`config.mk`:
```
export PLATFORM = sky130hd
export DESIGN_NAME = seg7_scan_capture
export DESIGN_NICKNAME = d
export VERILOG_FILES = /design/src/rtl/seg7_pkg.sv /design/src/rtl/seg7_to_bcd.sv /design/src/rtl/seg7_scan_capture.sv
export SDC_FILE = /design/constraint.sdc
export NUM_CORES = 1
export LEC_CHECK = 0
export ABC_AREA = 1
export BUFFER_PORTS_ARGS = -buffer_cell sky130_fd_sc_hd__buf_2
export CAP_MARGIN = 10
export CORE_MARGIN = 2
export CORE_UTILIZATION = 51
export DETAILED_ROUTE_END_ITERATION = 10
export PLACE_DENSITY_LB_ADDON = 0.1
export SLEW_MARGIN = 25
export SYNTH_ARGS = -nofsm -noshare
export SYNTH_HDL_FRONTEND = slang
export SYNTH_SLANG_ARGS = --single-unit
export TNS_END_PERCENT = 30
```
`constraint.sdc`:
```
create_clock -name clk -period 5.95 [get_ports clk]
set_input_delay 0.595 -clock clk [delete_from_list [all_inputs] [get_ports clk]]
set_output_delay 0.595 -clock clk [all_outputs]
set_load 0.02 [all_outputs]
```
`src/rtl/seg7_pkg.sv`:
```
// rtl/seg7_pkg.sv - shared 7-segment patterns (abcdefg, active-high) and special codes
package seg7_pkg;

  localparam logic [6:0] SEG_0    = 7'b1111110;
  localparam logic [6:0] SEG_1    = 7'b0110000;
  localparam logic [6:0] SEG_2    = 7'b1101101;
  localparam logic [6:0] SEG_3    = 7'b1111001;
  localparam logic [6:0] SEG_4    = 7'b0110011;
  localparam logic [6:0] SEG_5    = 7'b1011011;
  localparam logic [6:0] SEG_6    = 7'b1011111;
  localparam logic [6:0] SEG_7    = 7'b1110000;
  localparam logic [6:0] SEG_8    = 7'b1111111;
  localparam logic [6:0] SEG_9    = 7'b1111011;
  localparam logic [6:0] SEG_DASH = 7'b0000001;

  localparam logic [3:0] CODE_BLANK = 4'hF;
  localparam logic [3:0] CODE_ERR   = 4'hE;

endpackage

```
`src/rtl/seg7_to_bcd.sv`:
```
// rtl/seg7_to_bcd.sv - combinational segment pattern to BCD code decoder
module seg7_to_bcd
  import seg7_pkg::*;
(
  input  logic [6:0] seg,
  output logic [3:0] code,
  output logic       err
);

  always_comb begin
    code = CODE_ERR;
    err  = 1'b1;
    case (seg)
      SEG_0:    begin code = 4'd0;       err = 1'b0; end
      SEG_1:    begin code = 4'd1;       err = 1'b0; end
      SEG_2:    begin code = 4'd2;       err = 1'b0; end
      SEG_3:    begin code = 4'd3;       err = 1'b0; end
      SEG_4:    begin code = 4'd4;       err = 1'b0; end
      SEG_5:    begin code = 4'd5;       err = 1'b0; end
      SEG_6:    begin code = 4'd6;       err = 1'b0; end
      SEG_7:    begin code = 4'd7;       err = 1'b0; end
      SEG_8:    begin code = 4'd8;       err = 1'b0; end
      SEG_9:    begin code = 4'd9;       err = 1'b0; end
      SEG_DASH: begin code = CODE_BLANK; err = 1'b0; end
      default:  begin code = CODE_ERR;   err = 1'b1; end
    endcase
  end

endmodule

```
`src/rtl/seg7_scan_capture.sv`:
```
// rtl/seg7_scan_capture.sv - debounces a multiplexed 7-segment bus and publishes
// recovered BCD digits as atomic frames
module seg7_scan_capture
  import seg7_pkg::*;
#(
  parameter int DIGITS        = 4,
  parameter int STABLE_CYCLES = 4
) (
  input  logic                  clk,
  input  logic                  rst,
  input  logic [6:0]            seg7_in,
  input  logic [DIGITS-1:0]     dig_sel,
  output logic [4*DIGITS-1:0]   bcd_out,
  output logic [DIGITS-1:0]     digit_err,
  output logic                  frame_valid,
  output logic                  frame_err
);

  localparam int CW = $clog2(STABLE_CYCLES + 1);
  localparam logic [CW-1:0] CNT_MAX = CW'(STABLE_CYCLES);

  logic [6:0]          seg_q;
  logic [DIGITS-1:0]   sel_q;
  logic [CW-1:0]       cnt_q;
  logic [CW-1:0]       cnt_d;
  logic                change;
  logic                cap;
  logic [6:0]          cap_seg;
  logic [DIGITS-1:0]   cap_sel;
  logic [3:0]          dec_code;
  logic                dec_err;
  logic [4*DIGITS-1:0] shadow_q;
  logic [DIGITS-1:0]   shadow_err_q;
  logic [DIGITS-1:0]   mask_q;
  logic                mask_full;

  // Reset clears the sample to zero and the count to zero, so the first edge
  // always lands on count 1 exactly as a change would.
  assign change = (seg7_in != seg_q) || (dig_sel != sel_q);

  always_comb begin
    cnt_d = cnt_q;
    if (change)
      cnt_d = CW'(1);
    else if (cnt_q != CNT_MAX)
      cnt_d = cnt_q + CW'(1);
  end

  // Capture happens on the edge the count arrives at the threshold. With a
  // one-cycle threshold that edge is the one that samples the new value, so the
  // live bus is decoded; otherwise the sample register already equals the bus.
  assign cap_seg = (STABLE_CYCLES == 1) ? seg7_in : seg_q;
  assign cap_sel = (STABLE_CYCLES == 1) ? dig_sel : sel_q;
  assign cap     = (cnt_d == CNT_MAX) && (change || (cnt_q != CNT_MAX)) && $onehot(cap_sel);

  seg7_to_bcd u_dec (
    .seg  (cap_seg),
    .code (dec_code),
    .err  (dec_err)
  );

  assign mask_full = &mask_q;

  always_ff @(posedge clk or posedge rst) begin
    if (rst) begin
      seg_q        <= '0;
      sel_q        <= '0;
      cnt_q        <= '0;
      mask_q       <= '0;
      shadow_q     <= {DIGITS{CODE_BLANK}};
      shadow_err_q <= '0;
      bcd_out      <= {DIGITS{CODE_BLANK}};
      digit_err    <= '0;
      frame_valid  <= 1'b0;
      frame_err    <= 1'b0;
    end else begin
      seg_q <= seg7_in;
      sel_q <= dig_sel;
      cnt_q <= cnt_d;

      for (int i = 0; i < DIGITS; i++) begin
        if (cap && cap_sel[i]) begin
          shadow_q[4*i +: 4] <= dec_code;
          shadow_err_q[i]    <= dec_err;
        end
      end

      // A capture on the publish edge survives into the next frame's mask.
      mask_q      <= (mask_full ? '0 : mask_q) | (cap ? cap_sel : '0);
      frame_valid <= mask_full;
      if (mask_full) begin
        bcd_out   <= shadow_q;
        digit_err <= shadow_err_q;
        frame_err <= |shadow_err_q;
      end
    end
  end

endmodule

```
# Yosys cells after proc, flatten, opt, wreduce, memory -nomap -nowiden
# Index checks and enable logic that the tools add are counted.
dict set report word_totals {
  ff_bits 60
  input_bits 13
}
dict set report classes {
  addsub 4
  n_eq_ne 16
  mux 6
  n_bitwise 1
  n_reduce_logical 11
}
# op n
set op_table {}
lappend op_table {{== test 7 bit, second input constant} 8}
lappend op_table {{one-hot mux 4 bit (11 select lines)} 1}
lappend op_table {{== test 7 x 6 -> 1 bit, second input constant} 2}
lappend op_table {{OR reduction 11 bit} 1}
lappend op_table {{two-way mux 4 bit} 2}
lappend op_table {{== test 7 x 1 -> 1 bit, second input constant} 1}
lappend op_table {{!= test 7 bit} 1}
lappend op_table {{logical AND 1 bit} 6}
lappend op_table {{two-way mux 3 bit} 2}
lappend op_table {{adder 1 x 1 -> 2 bit} 2}
lappend op_table {{!= test 4 bit} 1}
lappend op_table {{OR 4 bit} 1}
lappend op_table {{AND reduction 4 bit} 1}
lappend op_table {{OR reduction 4 bit} 1}
lappend op_table {{adder 2 x 2 -> 3 bit} 1}
lappend op_table {{adder 3 x 1 -> 3 bit, second input constant} 1}
lappend op_table {{== test 3 x 1 -> 1 bit, second input constant} 1}
lappend op_table {{== test 3 bit, second input constant} 1}
lappend op_table {{!= test 3 bit, second input constant} 1}
lappend op_table {{logical OR 1 bit} 2}
lappend op_table {{two-way mux 1 bit} 1}

# Depth between registers and ports, before layout
# Gate-level depths: netlist (run 1).
dict set report depth {
  word_depth 8
  depth_mapped 14
  ltp_nobuf 12
}

# Modules after synthesis
# Synthesis (run 1) repeated with hierarchy kept, for this count alone.
dict set report hier_totals {
  cells_unflattened 319
  area_unflattened_um2 2871.5
}
# mod instances cells_each area_each_um2 seq_area_each_um2
set by_module_without_submodules {}
lappend by_module_without_submodules {seg7_scan_capture 1 257 2613.8 1541.5}
lappend by_module_without_submodules {seg7_to_bcd 1 62 257.7 0.0}

# Worst setup path after synthesis (run 1)
# Ideal clock, no wire load.
dict set report synth_path {
  path_type {register -> register}
  from {register sel_q[0], in the netlist cap_sel[0]}
  to {register shadow_q[0]}
  setup_ps 61
  arrival_ps 2338
  required_ps 5889
  slack_ps 3552
  stages_incl_launch_ff 15
  n_path_buf 2
  period_less_slack_ps 2398
  path_cell_list {dfrtp_1 > buf_4 > inv_2 > fa_1 > inv_1 > ha_1 > ha_1 > inv_1 > nand4_1 > nor3_2 > inv_2 > nor2_4 > buf_6 > nand3_1 > nand2_1}
}
dict set report synth_via {
  elab_chain_cells 7
  elab_cells_between_ends 11
  classes_between {2 x add/sub; 3 x eq/ne; 1 x mux; 5 x reduce/logical}
}
# item line_no
set synth_rtl {}
lappend synth_rtl {{start, declared} seg7_scan_capture.sv:23} ;# logic [DIGITS-1:0] sel_q;
lappend synth_rtl {{start signal, assigned} seg7_scan_capture.sv:78} ;# sel_q <= dig_sel;
lappend synth_rtl {{!= test 4 bit} seg7_scan_capture.sv:39} ;# assign change = (seg7_in != seg_q) || (dig_sel != sel_q);
lappend synth_rtl {{logical OR 1 bit} seg7_scan_capture.sv:39}
lappend synth_rtl {{two-way mux 3 bit} seg7_scan_capture.sv:43} ;# if (change)
lappend synth_rtl {{== test 3 bit} seg7_scan_capture.sv:54} ;# assign cap = (cnt_d == CNT_MAX) && (change || (cnt_q != CNT_MAX)) && $onehot(cap_sel);
lappend synth_rtl {{logical AND 1 bit (2 in series)} seg7_scan_capture.sv:54}
lappend synth_rtl {{logical AND 1 bit (*)} seg7_scan_capture.sv:82} ;# if (cap && cap_sel[i]) begin
lappend synth_rtl {{end signal, assigned} seg7_scan_capture.sv:70} ;# shadow_q <= {DIGITS{CODE_BLANK}};
lappend synth_rtl {{end signal, assigned by index} seg7_scan_capture.sv:83} ;# shadow_q[4*i +: 4] <= dec_code;
lappend synth_rtl {{end, declared} seg7_scan_capture.sv:32} ;# logic [4*DIGITS-1:0] shadow_q;
# Mark *: on every way between the ends. The rest lies on a longest branch, timed or not.
# A chain may end at the register's enable or synchronous reset.

# Worst setup path after layout (run 1)
dict set report layout_path {
  from {register sel_q[0], in the netlist cap_sel[0]}
  to {register shadow_q[7]}
}
dict set report layout_via {
  elab_chain_cells 7
  elab_cells_between_ends 11
  classes_between {2 x add/sub; 3 x eq/ne; 1 x mux; 5 x reduce/logical}
}
# item line_no
set layout_rtl {}
lappend layout_rtl {{!= test 4 bit} seg7_scan_capture.sv:39}
lappend layout_rtl {{logical OR 1 bit} seg7_scan_capture.sv:39}
lappend layout_rtl {{two-way mux 3 bit} seg7_scan_capture.sv:43}
lappend layout_rtl {{== test 3 bit} seg7_scan_capture.sv:54}
lappend layout_rtl {{logical AND 1 bit} seg7_scan_capture.sv:54}
lappend layout_rtl {{logical AND 1 bit (*)} seg7_scan_capture.sv:54}
lappend layout_rtl {{logical AND 1 bit (*)} seg7_scan_capture.sv:82}
# Marked as above.

==> summary.txt, run 1 <==
Min path
  – Hold path depth: 1
  – Min-delay worst type: primary input to register

Die
  – Row count: 27
  – Die ar.: around 0.0062 mm2
  – Starting density of the core: between 50% and 60%
  – Die H: ~80 um
  – I/O pin count: 35
  – Die X: about 80 um
  – Area of the core: approximately 0.0054 mm2

Pwr
  – LEAKAGE: approximately 1.8 nW
  – Max rail drop VDD: between 100 and 150 uV
  – PD cells: around 260 mW/mm2

Synth
  – Syn Nets: about 370
  – Synth warn: 0
  – Mapped Area: between 0.002 and 0.003 mm2
  – Seq/Total Area, Yosys: 54.2%
  – Synth Instances: 347
  – Yosys cell types: 30
  – Average size of a mapped cell: 8.19 um2
  – Seq cells post-synth: 60

Timing
  – Max Fclk: ~340 MHz
  – Hold Vio Cnt, Final: 0
  – RSZ-0062 raised after global routing: false
  – Final period util: 49.2%
  – Clock skew: 0.00511 ns
  – Final Max Tran Viols: 0
  – Final setup vio count: 0
  – Final min period: between 2 and 3 ns
  – Setup_tns: 0 ns
  – Max transition margin: approximately half
  – Final WS setup: slightly above 3 ns
  – Worst-margin pin slew: between 0.7 and 0.8 ns
  – Hold slack: around 0.39 ns

Drt
  – Detailed-route via count: about 2200
  – Vias per cell: 4.80
  – Starting DRT DRC Count: between 150 and 200
  – Routed wire per std cell: around 12 um
  – DRC: 0
  – Pre-antenna DRT Iters: 4
  – Final ANT Viol Nets: 0
  – Total wire length: 5.54 mm

Critical path
  – Worst-path maximum fanout: 20
  – CP Launch Type: register
  – Worst Setup End Kind: register
  – Slowest-stage cell, CP: dfrtp_1
  – Reg2reg end: shadow_q[7]
  – Bufs and invs on worst path: 4
  – Req. time, crit path: 6.22 ns
  – Worst reg2reg path startpoint: cap_sel[0]
  – Top cell family by delay on the critical path: simple AND/OR/NAND/NOR gates
  – Slowest stage delay, CP: 0.55 ns
  – Worst reg-to-reg path cell count: 12
  – Kind of critical path: register to register
  – Critical Path Sink: shadow_q[7]
  – Reg-to-reg slack, setup: around 3.0 ns
  – Critical path, cell by cell: inv_2 > fa_1 > inv_1 > ha_1 > ha_1 > inv_1 > nand4_1 > nor3_2 > inv_2 > nor2_4 > nand3_1 > nand2_1
  – Crit path launch: cap_sel[0]
  – Crit path arrival time: roughly 3.2 ns
  – CP Depth: 12

CTS
  – Clk Latency, worst-skew pair: around 0.33 ns
  – CTS Sinks: 60
  – Post-CTS Setup Inserts: 0
  – Number of H-tree levels: 3
  – Post-CTS Hold Buffers: 0
  – CTS Buf Count: 9
  – CTS tree: done
  – CTS clk-pin slew, worst paths: around 0.07 ns
  – Clk root buf: clkbuf_8
  – Post-CTS sizing: 0
  – Clk buf depth: 2

Global routing
  – Initial antenna violation count: 0
  – Vias in the first global route: ~2100
  – Pin count of the biggest net entering global routing: slightly above 60
  – Global route overflow: 0
  – GRT Total Usage: 20.0%
  – First-pass GRT wire length: 9.55 mm

Place
  – Post-Place Worst Slack: about 3.1 ns
  – Post-DP HPWL: approximately 3.9 mm
  – Input/output buffers: 34
  – Gpl congestion: roughly 0.84

Status
  – Status: finished clean

Final layout
  – Util after Layout: 60.2%
  – Area grow syn2layout: 15.2%
  – Nets@finish: roughly 400
  – Share of cells above drive strength 1: about a quarter
  – Diodes inserted: 0

Flow run
  – Max-cap violations: 0
==> worst min path at each step <==
stage | startpoint | to | slack (ns)
finish | seg7_in[6] | cap_seg[6] | 0.39
global route | seg7_in[1] | cap_seg[1] | 0.38
CTS | seg7_in[2] | cap_seg[2] | 0.38
detailed placement | shadow_q[12] | bcd_out[12] | 0.45
global placement | shadow_q[12] | bcd_out[12] | 0.45
floorplan | shadow_err_q[3] | shadow_err_q[3] | 0.44
==> logic make-up (layout without fill, tap and decap cells) <==
group	count (synthesis)	count (layout)	share of synthesized area, %
and+or+nand+nor	227	227	33.5
DFF	60	60	54.2
buffers and inverters	43	85	6.56
AOI/OAI and AO/OA	6	6	1.41
xor gates and xnor gates	6	6	1.85
adders and majority gates	5	5	2.47
==> placed cells by master (no fill, tap or decap) <==
cell type   instances
xor2_1              1
ha_1                4
nand3_2             1
bufinv_16           1
inv_2               6
clkbuf_16           1
clkbuf_8           10
and2_1              1
nand2_1           152
nor2_4              1
nor2_1             23
xnor2_1             5
buf_4               2
clkinv_2            2
nor2_2              3
o21a_1              1
nor3_1              4
nand3_1            31
nand4_1             6
buf_2              34
fa_1                1
o21ai_0             1
inv_6               1
dfstp_2            32
or2_2               1
o21ai_2             1
nand2_2             2
nor2b_1             1
clkinvlp_4          1
a21oi_1             2
o2111ai_1           1
dfrtp_1            28
inv_1              27
nor3_2              1
==> metal layers <==
layer | vias to the layer above | routed length (um) | track usage (%)
met5 | - | 0 | 0
met4 | 0 | 80 | 10.2
li1 | 1149 | - | -
met2 | 39 | 2600 | 31.2
met1 | 1017 | 2670 | 26.8
met3 | 9 | 186 | 3.56
==> cell type report <==
cell class / instances / area [um2]
Sequential cell: 60 / 1540
Fill cell: 512 / 2170
Clock buffer: 11 / 163
Multi-Input combinational cell: 244 / 1110
Clock inverter: 5 / 56.3
Timing Repair Buffer: 36 / 185
Inverter: 33 / 124
Tap cell: 72 / 90.1
==> sequential cells by signal, summed over array words and instances (netlist names) <==
signal / count
digit_err: 4
bcd_out: 16
cnt_q: 3
cap_seg: 7
shadow_err_q: 4
frame_err: 1
frame_valid: 1
shadow_q: 16
cap_sel: 4
mask_q: 4
==> through the flow <==
stage                     area [um2]  total power [mW]  cells
after global placement          3050             0.470    445
after global routing            3270             0.894    461
after CTS                       3270             0.868    461
after detailed placement        3050             0.471    445
final                           3270             0.858    461
after floorplan                 2840             0.457    347
==> cells in the mapped netlist <==
master / number / area [um2]
dfrtp_1: 28 / 701
nor2b_1: 1 / 6.26
xnor2_1: 5 / 43.8
buf_6: 2 / 22.5
nor2_4: 1 / 11.3
nand3_2: 1 / 10.0
o21a_1: 1 / 7.51
nand3_1: 31 / 155
o2111ai_1: 1 / 8.76
nor3_2: 1 / 10.0
nor2_1: 23 / 86.3
a21oi_1: 2 / 10.0
nand2_1: 152 / 571
nand2_2: 2 / 12.5
nand4_1: 6 / 37.5
clkbuf_1: 4 / 15.0
nor3_1: 4 / 20.0
o21ai_2: 1 / 8.76
fa_1: 1 / 20.0
buf_4: 2 / 15.0
xor2_1: 1 / 8.76
and2_1: 1 / 6.26
inv_1: 28 / 105
ha_1: 4 / 50.1
inv_2: 5 / 18.8
buf_2: 2 / 10.0
nor2_2: 3 / 18.8
dfstp_2: 32 / 841
o21ai_0: 1 / 5.00
or2_2: 1 / 6.26
==> power breakdown <==
| group | total, mW | internal, mW | switching, mW |
|---|---|---|---|
| clock | 0.394 | 0.230 | 0.164 |
| sequential | 0.420 | 0.413 | 0.00758 |
| combinational | 0.0435 | 0.0149 | 0.0286 |
| total | 0.858 | 0.658 | 0.200 |
Note: power is estimated with default switching activity, not from simulation.
==> inputs of run 2 (changes only) <==
==> constraint.sdc (replaced) <==
create_clock -name clk -period 2.9 [get_ports clk]
set_input_delay 0.29 -clock clk [delete_from_list [all_inputs] [get_ports clk]]
set_output_delay 0.29 -clock clk [all_outputs]
set_load 0.02 [all_outputs]
==> summary.txt, run 2 (synthesis results as in run 1) <==
CTS
  – Clk buf depth: 2 (unchanged)
  – CTS Buf Count: 9 (unchanged)
  – Clk root buf: clkbuf_8 (unchanged)
  – Post-CTS sizing: 0 (unchanged)
  – CTS clk-pin slew, worst paths: 0.06 ns (was 0.07 ns)
  – Post-CTS Hold Buffers: 0 (unchanged)
  – CTS Sinks: 60 (unchanged)
  – Post-CTS Setup Inserts: 0 (unchanged)
  – Clk Latency, worst-skew pair: 0.34 ns (was 0.33 ns)
  – Number of H-tree levels: 3 (unchanged)
  – CTS tree: done (unchanged)

Pwr
  – Internal: 1.33 mW (was 0.658 mW)
  – Comb power frac: 5.8% (was 5.1%)
  – PD cells: 515 mW/mm2 (was 262 mW/mm2)
  – Switching Share: 22.2% (was 23.3%)
  – Max rail drop VDD: 317 uV (was 130 uV)
  – Clk pwr share: 43.9% (was 45.9%)
  – Flop pwr share: 50.3% (was 49.0%)
  – NetSw: 0.379 mW (was 0.200 mW)
  – LEAKAGE: 1.80 nW (was 1.78 nW)

Global routing
  – Global route overflow: 0 (unchanged)
  – Busiest grt layer: met2 (unchanged)
  – First-pass GRT wire length: 9.63 mm (was 9.55 mm)
  – Met2 usage: 31.0% (was 31.2%)
  – Vias in the first global route: 2158 (was 2103)
  – Pin count of the biggest net entering global routing: 36 (was 61)
  – GRT Total Usage: 20.2% (was 20.0%)
  – Met3 Use GR: 5.98% (was 3.56%)
  – Grt met1 use: 26.9% (was 26.8%)
  – Initial antenna violation count: 0 (unchanged)

Critical path
  – Reg-to-reg slack, setup: 0.37 ns (was 3.02 ns)
  – Worst reg-to-reg path cell count: 11 (was 12)
  – Worst reg2reg path startpoint: cap_sel[0] (unchanged)
  – Crit path arrival time: 2.76 ns (was 3.20 ns)
  – Worst-path maximum fanout: 6 (was 20)
  – Kind of critical path: register to register (unchanged)
  – Crit path launch: cap_sel[0] (unchanged)
  – Worst Setup End Kind: register (unchanged)
  – Reg2reg end: shadow_err_q[1] (was shadow_q[7])
  – CP Launch Type: register (unchanged)
  – Req. time, crit path: 3.13 ns (was 6.22 ns)

Final layout
  – Share of cells above drive strength 1: 25.7% (about the same)
  – Most common cell after layout, fill and taps aside: nand2_1 (unchanged)
  – Area grow syn2layout: 16.4% (was 15.2%)
  – Diodes inserted: 0 (unchanged)
  – Util after Layout: 60.8% (was 60.2%)
  – Nets@finish: 406 (was 402)
  – Finished Cell Area: 0.00331 mm2 (was 0.00327 mm2)
  – Most frequent cells in the layout: nand2_1, buf_2, dfstp_2 (unchanged)

Timing
  – Max Fclk: 395 MHz (was 342 MHz)
  – Final min period: 2.53 ns (was 2.93 ns)
  – Final WS setup: 0.369 ns (was 3.02 ns)
  – RSZ-0062 raised after global routing: false (unchanged)
  – Clock skew: 0.00684 ns (was 0.00511 ns)
  – Worst-margin pin slew: 0.595 ns (was 0.729 ns)
  – Final Max Tran Viols: 0 (unchanged)
  – Final setup vio count: 0 (unchanged)
  – Max transition margin: 60.3% (was 51.4%)
  – Hold slack: -0.00541 ns (was 0.387 ns)
  – Setup_tns: 0 ns (unchanged)
  – Hold Vio Cnt, Final: 1 (was 0)
  – Final period util: 87.3% (was 49.2%)

Place
  – Post-DP HPWL: 3.98 mm (was 3.86 mm)
  – Post-Place Worst Slack: 0.368 ns (was 3.07 ns)
  – Gpl congestion: 0.870 (was 0.842)
  – Input/output buffers: 34 (unchanged)
  – Cell Area, Placed: 0.00311 mm2 (was 0.00305 mm2)

Status
  – Status: finished, violations left (was finished clean)
  – Violated checks: negative hold slack

Drt
  – Detailed-route via count: 2236 (was 2214)
  – Routed wire per std cell: 11.7 um (was 12.0 um)
  – Starting DRT DRC Count: 141 (was 152)
  – Total wire length: 5.46 mm (was 5.54 mm)
  – Vias per cell: 4.81 (was 4.80)
  – Final ANT Viol Nets: 0 (unchanged)
  – DRC: 0 (unchanged)
  – Pre-antenna DRT Iters: 4 (unchanged)

Die
  – Area of the core: 0.00544 mm2 (unchanged)
  – Row count: 27 (unchanged)
  – Starting density of the core: 52.2% (unchanged)
  – Die H: 78.6 um (unchanged)
  – I/O pin count: 35 (unchanged)
  – Die X: 78.6 um (unchanged)
  – Die ar.: 0.00618 mm2 (unchanged)

Flow run
  – Max-cap violations: 0 (unchanged)

Min path
  – Min-delay worst type: primary input to async pin (was primary input to register)
[run 2: layout make-up]
class | count | area, um2
fill | 509 | 2130
sequential | 60 | 1540
multi-input combinational | 244 | 1110
timing repair buffer | 40 | 240
clock buffer | 14 | 163
inverter | 33 | 124
tap | 72 | 90.1
clock inverter | 2 | 35.0
[run 2: worst max path at each step]
stage                           end  slack [ns]  cells past startpoint
floorplan               shadow_q[0]        0.50                     14
global placement    shadow_err_q[0]        0.46                     11
detailed placement  shadow_err_q[0]        0.37                     11
CTS                 shadow_err_q[0]        0.34                     11
global route        shadow_err_q[0]        0.19                     11
finish              shadow_err_q[1]        0.37                     11
[run 2: stage by stage]
| step | std cells | hold WS (ns) | power [mW] |
|---|---|---|---|
| after global placement | 449 | 0.367 | 0.970 |
| after global routing | 465 | 0.0330 | 1.78 |
| after CTS | 465 | 0.00423 | 1.73 |
| after floorplan | 347 | 0.321 | 0.938 |
| after detailed placement | 449 | 0.368 | 0.972 |
| final | 465 | -0.00541 | 1.70 |
[run 2: critical path: stages, from the launching register on]
cell	delay, ns
dfrtp_1	0.36
inv_2	0.06
fa_1	0.52
inv_1	0.04
ha_1	0.17
ha_1	0.27
inv_1	0.06
nand4_1	0.09
nor3_2	0.34
nand4_1	0.32
nand2_1	0.14
nand2_1	0.05
[run 2: power by group through the flow]
stage          clock network, mW  logic [mW]  registers, mW
5_1_grt                    0.808       0.115          0.859
3_3_place_gp                   0      0.0987          0.871
2_1_floorplan                  0      0.0703          0.867
3_5_place_dp                   0       0.100          0.871
4_1_cts                    0.767       0.101          0.858
6_report                   0.747      0.0989          0.858
[run 2: per-layer routing]
| layer | up-vias | part of all wire, % |
|---|---|---|
| met5 | - | 0 |
| met2 | 48 | 46 |
| met3 | 9 | 4.3 |
| met4 | 0 | 1.9 |
| li1 | 1160 | - |
| met1 | 1019 | 48 |
